## src/rtl/jk_cmd_sequencer.sv

```systemverilog
// Command sequencer for a downstream JK flip-flop: buffers {op, count} commands,
// plays them out as registered J/K pairs and checks the flip-flop against a reference.
module jk_cmd_sequencer #(
   parameter int FIFO_DEPTH = 4,
   parameter int CNT_W      = 4
) (
   input  logic                          clk,
   input  logic                          reset,
   input  logic                          cmd_valid,
   output logic                          cmd_ready,
   input  logic [1:0]                    cmd_op,
   input  logic [CNT_W-1:0]              cmd_cnt,
   output logic                          J,
   output logic                          K,
   input  logic                          q_obs,
   output logic                          q_exp,
   output logic                          mismatch,
   output logic                          busy,
   output logic                          done,
   output logic [$clog2(FIFO_DEPTH):0]   fifo_count
);

   // state | meaning
   // IDLE  | J=K=0, waiting for a queued command
   // RUN   | J/K hold cur_op until rem reaches zero

   localparam int PTR_W = $clog2(FIFO_DEPTH);
   localparam int ENT_W = 2 + CNT_W;
   localparam logic [PTR_W:0]   CNT_FULL = (PTR_W+1)'(FIFO_DEPTH);
   localparam logic [PTR_W:0]   OCC_ONE  = (PTR_W+1)'(1);
   localparam logic [PTR_W-1:0] PTR_ONE  = PTR_W'(1);
   localparam logic [CNT_W-1:0] REM_ONE  = CNT_W'(1);

   typedef enum logic {IDLE, RUN} state_t;

   state_t            state, state_nxt;
   logic [ENT_W-1:0]  mem [FIFO_DEPTH];
   logic [PTR_W-1:0]  wr_ptr, rd_ptr;
   logic [ENT_W-1:0]  head;
   logic [1:0]        head_op, cur_op;
   logic [CNT_W-1:0]  head_cnt, rem;
   logic              full, empty, push, pop;
   logic              j_nxt, k_nxt, done_nxt;

   assign full      = (fifo_count == CNT_FULL);
   assign empty     = (fifo_count == '0);
   assign cmd_ready = !full;
   assign push      = cmd_valid && !full;
   assign head      = mem[rd_ptr];
   assign head_op   = head[ENT_W-1 -: 2];
   assign head_cnt  = head[CNT_W-1:0];
   assign busy      = (state == RUN);

   always_ff @(posedge clk) begin
      if (reset) state <= IDLE;
      else       state <= state_nxt;
   end

   always_comb begin
      state_nxt = state;
      pop       = 1'b0;
      case (state)
         IDLE: begin
            if (!empty) begin
               pop       = 1'b1;
               state_nxt = RUN;
            end
         end
         RUN: begin
            if (rem == '0) begin
               if (!empty) pop = 1'b1;
               else        state_nxt = IDLE;
            end
         end
         default: state_nxt = IDLE;
      endcase
   end

   always_comb begin
      j_nxt    = 1'b0;
      k_nxt    = 1'b0;
      done_nxt = 1'b0;
      if (pop)                    {j_nxt, k_nxt} = head_op;
      else if (state_nxt == RUN)  {j_nxt, k_nxt} = cur_op;
      if (state == RUN && state_nxt == IDLE) done_nxt = 1'b1;
   end

   // Storage needs no reset; occupancy and pointers define validity.
   always_ff @(posedge clk) begin
      if (push) mem[wr_ptr] <= {cmd_op, cmd_cnt};
   end

   always_ff @(posedge clk) begin
      if (reset) begin
         wr_ptr     <= '0;
         rd_ptr     <= '0;
         fifo_count <= '0;
      end else begin
         if (push) wr_ptr <= wr_ptr + PTR_ONE;
         if (pop)  rd_ptr <= rd_ptr + PTR_ONE;
         case ({push, pop})
            2'b10:   fifo_count <= fifo_count + OCC_ONE;
            2'b01:   fifo_count <= fifo_count - OCC_ONE;
            default: fifo_count <= fifo_count;
         endcase
      end
   end

   always_ff @(posedge clk) begin
      if (reset) begin
         cur_op <= 2'b00;
         rem    <= '0;
         J      <= 1'b0;
         K      <= 1'b0;
         done   <= 1'b0;
      end else begin
         if (pop) begin
            cur_op <= head_op;
            rem    <= head_cnt;
         end else if (state == RUN && rem != '0) begin
            rem    <= rem - REM_ONE;
         end
         J    <= j_nxt;
         K    <= k_nxt;
         done <= done_nxt;
      end
   end

   // Reference flip-flop and check both use the pre-edge J/K and q_obs.
   always_ff @(posedge clk) begin
      if (reset) begin
         q_exp    <= 1'b0;
         mismatch <= 1'b0;
      end else begin
         case ({J, K})
            2'b01:   q_exp <= 1'b0;
            2'b10:   q_exp <= 1'b1;
            2'b11:   q_exp <= !q_exp;
            default: q_exp <= q_exp;
         endcase
         if (q_obs != q_exp) mismatch <= 1'b1;
      end
   end

endmodule

```

## config.mk

```make
export PLATFORM = sky130hd
export DESIGN_NAME = jk_cmd_sequencer
export DESIGN_NICKNAME = d
export VERILOG_FILES = /design/src/rtl/jk_cmd_sequencer.sv
export SDC_FILE = /design/constraint.sdc
export NUM_CORES = 1
export LEC_CHECK = 0
export BUFFER_PORTS_ARGS = -buffer_cell sky130_fd_sc_hd__buf_2
export CAP_MARGIN = 15
export CORE_ASPECT_RATIO = 0.6
export CORE_MARGIN = 2
export CORE_UTILIZATION = 55
export DETAILED_ROUTE_END_ITERATION = 10
export PLACE_DENSITY_LB_ADDON = 0.15
export SLEW_MARGIN = 0
export SYNTH_ARGS = -nofsm -noshare
export SYNTH_HDL_FRONTEND = slang
export SYNTH_SLANG_ARGS = --single-unit
```

## constraint.sdc

```tcl
create_clock -name clk -period 3.38 [get_ports clk]
set_input_delay 0.169 -clock clk [delete_from_list [all_inputs] [get_ports clk]]
set_output_delay 0.169 -clock clk [all_outputs]
set_load 0.01 [all_outputs]
```

; Word level (Yosys, flattened, before mapping)
; Memory sizes are Yosys's and may differ from the RTL's. A register that Yosys moved wholly into a read port is not among the register bits.
; Index checks and enable logic that the tools add are counted.
[totals]
register_bits = 19
output_inout_bits = 10
memories = 1
ramBits = 24
input_bits = 10
[op_classes]
n_eq_ne = 7
reduce_logical = 11
mux = 18
n_addsub = 5
bitwise_logic = 2
[memory_table]
columns = memory, depth, width, read_ports, rd_ports_with_merged_regs, wr, line_no
row1 = mem, 4, 6, 1, 1, 1, 37  ; logic [ENT_W-1:0] mem [FIFO_DEPTH];
[ops]
columns = operator, n
row1 = 1-bit two-way mux, 10
row2 = 4-bit two-way mux, 2
row3 = 2-bit equality test (second input constant), 3
row4 = 3-bit one-hot mux with 2 select lines, 1
row5 = 2-bit by 1-bit adder with 2-bit output (second input constant), 2
row6 = 2-bit by 1-bit equality test with 1-bit output (second input constant), 2
row7 = 4-bit logical NOT, 1
row8 = 2-bit two-way mux, 2
row9 = 1-bit one-hot mux with 2 select lines, 2
row10 = 2-bit nonzero test, 2
row11 = 4-bit nonzero test, 1
row12 = 4-bit by 1-bit subtractor with 4-bit output (second input constant), 1
row13 = 3-bit by 1-bit adder with 3-bit output (second input constant), 1
row14 = 3-bit equality test (second input constant), 1
row15 = 1-bit logical AND, 3
row16 = 3-bit logical NOT, 1
row17 = 1-bit one-hot mux with 3 select lines, 1
row18 = 3-bit nonzero test, 1
row19 = 3-bit by 1-bit subtractor with 3-bit output (second input constant), 1
row20 = 1-bit logical NOT, 2
row21 = 1-bit NOT, 2
row22 = 1-bit != test, 1

; Longest topological paths before layout
[depth]
ltp_word = 7
ltp_mapped = 10
mapped_depth_nobuf = 10

; Worst setup path before layout
; No wires, ideal clock.
[synth_path]
kind = flip-flop to flip-flop
start = register rem[0]
end = register fifo_count[2]
setup_slack_ps = 977
t_arrival_ps = 2332
path_stages_with_launch = 11
period_less_slack_ps = 2403
required_ps = 3309
cell_sequence = dfxtp_1 inv_1 ha_1 or3b_4 a21oi_4 ha_1 inv_1 fa_1 xor2_1 or3_1 a21oi_1
[synth_between]
elab_chain_cells = 5
word_cells_on_any_way = 7
cone_classes = eq/ne: 2 / mux: 3 / reduce/logical: 2
[synth_lines]
columns = item, line_no
row1 = start: declaration, 41  ; logic [CNT_W-1:0] head_cnt, rem;
row2 = start signal: assignment, 119  ; rem <= head_cnt;
row3 = start signal: assignment, 121  ; rem <= rem - REM_ONE;
row4 = 4-bit logical NOT (*), 70  ; if (rem == '0) begin
row5 = 1-bit two-way mux (*), 70
row6 = 1-bit one-hot mux with 2 select lines (*), 62  ; case (state)
row7 = 2-bit by 1-bit equality test with 1-bit output or 2-bit equality test (tied branches), 101  ; case ({push, pop})
row8 = 3-bit one-hot mux with 2 select lines or 2-bit nonzero test (tied branches), --
row9 = end signal: assignment, 102  ; 2'b10: fifo_count <= fifo_count + OCC_ONE;
row10 = end signal: assignment, 103  ; 2'b01: fifo_count <= fifo_count - OCC_ONE;
row11 = end signal: assignment, 104  ; default: fifo_count <= fifo_count;
row12 = end: declaration, 20  ; output logic [$clog2(FIFO_DEPTH):0] fifo_count
; Every way passes the cells marked *; elsewhere a longest branch is shown, timed or not.
; A chain may end at the register's enable or synchronous reset.

; Final worst setup path
; Ends and elaborated chain as after synthesis.

==> reports/summary.md <==
The clock latency at the later pin of the worst-skew pair is 310 ps. Ranked by total cell area, the synthesized netlist is headed by sky130_fd_sc_hd__edfxtp_1, sky130_fd_sc_hd__dfxtp_1, sky130_fd_sc_hd__mux4_2, sky130_fd_sc_hd__ha_1, sky130_fd_sc_hd__nand2_1. The maximum vdd drop is 0.383 mV, and the final max-slew violation count is 0. The post-cts hold buffer count was 0; the synthesized net count was 160. The required arrival time at the worst endpoint was 3630 ps.

The vias after detailed routing is 1143. Global routing finished with a remaining overflow of 0. For this run, the detailed router's first-pass iteration total came to 4. The tools report the number of placed I/O pins as 20. In this run the cell area of the synthesized design comes to 0.00187 sq mm. The critical path contains buffers and inverters numbering 2 combined. The number of register bits inferred by synthesis is 45, and the hold violation total from the final report is 0. Setup violations remaining at the end of the flow were counted as 0. TritonCTS built the clock tree. The detailed-route DRC error count was 0. The flow ran to the end, and the final reports show no timing, DRC or antenna violations. Dividing total power by cell area gives a power density of 819 mW/mm^2. The critical path arrival is 2880 ps, and the height of the die is 49.2 microns. Nature of the critical path endpoint: a register. Traced cell by cell, the critical path runs through inv_1, ha_1, or3b_4, a21oi_4, ha_1, inv_1, fa_1, xor2_1, or3_1, a21oi_1. Dividing the final minimum period by the clock period gives 77.8%. The logs give 0 ps for the final sum of negative setup slack and 0.862 for the global placer's final weighted congestion. Headroom to the max-slew limit came out at 71.8%. The run gives 1128 as the number of global-route vias before repair. By startpoint and endpoint, the worst setup path is classified as reg -> reg.

After clock tree synthesis, the setup repair step added 0 buffers. The logs give 16.5 ps for the setup clock skew after layout and 2 for the number of levels the H-tree was split into. Setup repair after global routing left no endpoint under its margin. Port buffering added 19 buffers. Grouping stages by cell kind, the critical path spends the most delay in adder cells.

Relative to the synthesized area, the layout overhead comes to 12.0%. After clock tree synthesis, the clock-pin slew on the worst setup and hold paths is 100 ps. Of all cell types, the one taking the most synthesized area is sky130_fd_sc_hd__edfxtp_1.

After technology mapping, the gate count stands at 142. The root buffer cell chosen for the clock tree is sky130_fd_sc_hd__clkbuf_8. The logs give 0 for the total of max-cap violations and 0 for the number of diodes. The longest clock path from root to sink contains 2 buffers. Global routing used 18.4% of the available tracks. The count of antenna-violating nets left after detailed routing came out at 0. The final-stage net count is 182. For the initial antenna violation count, the log shows 0.

The CTS buffer count is 5. Sink count of the clock tree: 45. In the final layout, the share of cells above drive strength 1 is 24.2%. The floorplan step defined a core boundary enclosing 0.00326 sq mm. Of all nets on the critical path, the largest fanout is 6. Wire length of the first global-routing pass: 5330 microns. The critical path launch point type is a register. The routed design has 3190 microns of wire. The worst path needs 2630 ps of the cycle, external delays included. In this run, post-CTS repair resized a total of 0 instances.

After the flow finishes, the layout carries non-filler instances totaling 210. At the pin with the least slew margin, the transition time is 422 ps. Largest net degree at the start of global routing: 23.

Via-per-instance ratio: 5.44. The total half-perimeter wirelength after legalization and detailed placement was 2390 microns. Counting distinct cell types in the post-synthesis netlist gives 34. The DRC marker count from the first detailed-route iteration was 66; the top cell type's share of synthesized area was 38.5%. Each instance of the synthesized netlist takes up on average 13.2 sq um.

During synthesis, Yosys emitted a total of 0 warnings. The die covers 0.00390 sq mm. The slowest stage of the critical path belongs to the cell sky130_fd_sc_hd__or3b_4. The sequential share of the synthesized area came out at 61.0%.

The initial core utilization came out at 57.4%. The width of the chip is 79.3 microns. The routed wirelength normalized by instance count was 15.2 microns; the worst stage delay on the critical path was 430 ps. The type of the worst min-delay path was in -> reg.

In this run, placement finished with an instance count of 202. The logs give 0.788 nW for the static leakage power and 16 for the number of standard-cell rows in the floorplan. The tools report the timing-limited maximum frequency as 380 MHz.
-- cells by family after synthesis --
| logic type | synth area share [%] |
|---|---|
| flops | 61.0 |
| simple gates | 12.2 |
| compound gates | 7.62 |
| buf+inv | 2.94 |
| fa+ha+maj | 5.75 |
| mux | 7.75 |
| xor+xnor | 2.81 |
-- report_power, final --
group | leakage [nW] | total [mW] | internal (mW) | switching [mW]
Sequential | 0.393 | 0.803 | 0.695 | 0.108
Combinational | 0.346 | 0.572 | 0.265 | 0.307
Clock | 0.0491 | 0.342 | 0.150 | 0.192
Total | 0.788 | 1.72 | 1.11 | 0.608
-- cell usage after synthesis, drive strengths merged --
| cell | count |
|---|---|
| edfxtp | 24 |
| dfxtp | 21 |
| nand2 | 13 |
| nor2 | 11 |
| a21oi | 9 |
| inv | 8 |
| ha | 7 |
| mux4 | 6 |
| a211oi | 5 |
| and3 | 5 |
| o21ai | 4 |
| xnor2 | 3 |
| xor2 | 3 |
| and2 | 2 |
| buf | 2 |
| clkbuf | 2 |
| nand2b | 2 |
| nor3 | 2 |
| or3 | 2 |
| or3b | 2 |
| a31oi | 1 |
| clkinv | 1 |
| fa | 1 |
| mux2i | 1 |
| nand4 | 1 |
| nand4b | 1 |
| nor3b | 1 |
| o221ai | 1 |
| o31a | 1 |
-- layout make-up --
| class | count | area, sq um |
|---|---|---|
| clock buffers | 5 | 68.8 |
| clock inverters | 3 | 23.8 |
| fillers | 264 | 1170 |
| inverters | 9 | 35.0 |
| multi-input cells | 84 | 676 |
| flip-flops and latches | 45 | 1140 |
| well taps | 45 | 56.3 |
| repair buffers | 19 | 95.1 |
-- worst paths after layout --
check                           startpoint       endpoint  slack (ps)  depth (start not counted)
worst max-delay path                rem[0]  fifo_count[2]         750                         10
worst min-delay path            cmd_cnt[1]      mem[2][1]          70                          1
worst max register to register      rem[0]  fifo_count[2]         750                         10
worst min register to register   cur_op[0]              K         450                          2
-- cell usage in the layout, fill, tap and decap left out, types with 2 or more instances in the layout --
cell type,instances
sky130_fd_sc_hd__or3b_4,2
sky130_fd_sc_hd__mux4_2,6
sky130_fd_sc_hd__xnor2_1,3
sky130_fd_sc_hd__o21ai_0,4
sky130_fd_sc_hd__or3_1,2
sky130_fd_sc_hd__inv_1,8
sky130_fd_sc_hd__buf_2,19
sky130_fd_sc_hd__ha_1,7
sky130_fd_sc_hd__nand2b_1,2
sky130_fd_sc_hd__nor2_1,11
sky130_fd_sc_hd__clkbuf_8,5
sky130_fd_sc_hd__a211oi_1,4
sky130_fd_sc_hd__xor2_1,3
sky130_fd_sc_hd__edfxtp_1,24
sky130_fd_sc_hd__a21oi_1,8
sky130_fd_sc_hd__dfxtp_1,21
sky130_fd_sc_hd__and3_1,5
sky130_fd_sc_hd__nand2_1,13
-- stage by stage --
step / utilization, % / cell area [sq um] / setup WS (ps) / hold slack (ps) / total power [mW]
floorplan: - / 1870 / 977 / 268 / 1.24
global placement: 61.4 / 2000 / 884 / 379 / 1.35
detailed placement: 61.4 / 2000 / 748 / 393 / 1.39
CTS: 64.2 / 2100 / 744 / 69.9 / 1.72
global route: 64.2 / 2100 / 580 / 73.2 / 1.83
finish: 64.2 / 2100 / 750 / 71.7 / 1.72
-- registers in the layout, indices dropped and copies added (netlist names), named ones only --
signal      cells
rd_ptr          2
done            1
q_exp           1
cur_op          2
J               1
fifo_count      3
K               1
mismatch        1
busy            1
mem            24
wr_ptr          2
rem             4
-- per-layer routing --
metal / part of all wire [%] / wire, microns / vias to the layer above / GRT usage [%]
li1: - / - / 556 / -
met1: 46 / 1450 / 547 / 25.4
met2: 48 / 1540 / 33 / 28.0
met3: 5.0 / 158 / 7 / 6.30
met4: 1.3 / 41 / 0 / 5.46
met5: 0 / 0 / - / 0
-- worst reg2reg max path, cell delays in order, from the launching register on --
cell                      delay, ps
sky130_fd_sc_hd__dfxtp_1        350
sky130_fd_sc_hd__inv_1           90
sky130_fd_sc_hd__ha_1           160
sky130_fd_sc_hd__or3b_4         430
sky130_fd_sc_hd__a21oi_4        260
sky130_fd_sc_hd__ha_1           240
sky130_fd_sc_hd__inv_1           70
sky130_fd_sc_hd__fa_1           380
sky130_fd_sc_hd__xor2_1         170
sky130_fd_sc_hd__or3_1          300
sky130_fd_sc_hd__a21oi_1        130
No activity file was read; power rests on OpenSTA's default activity.
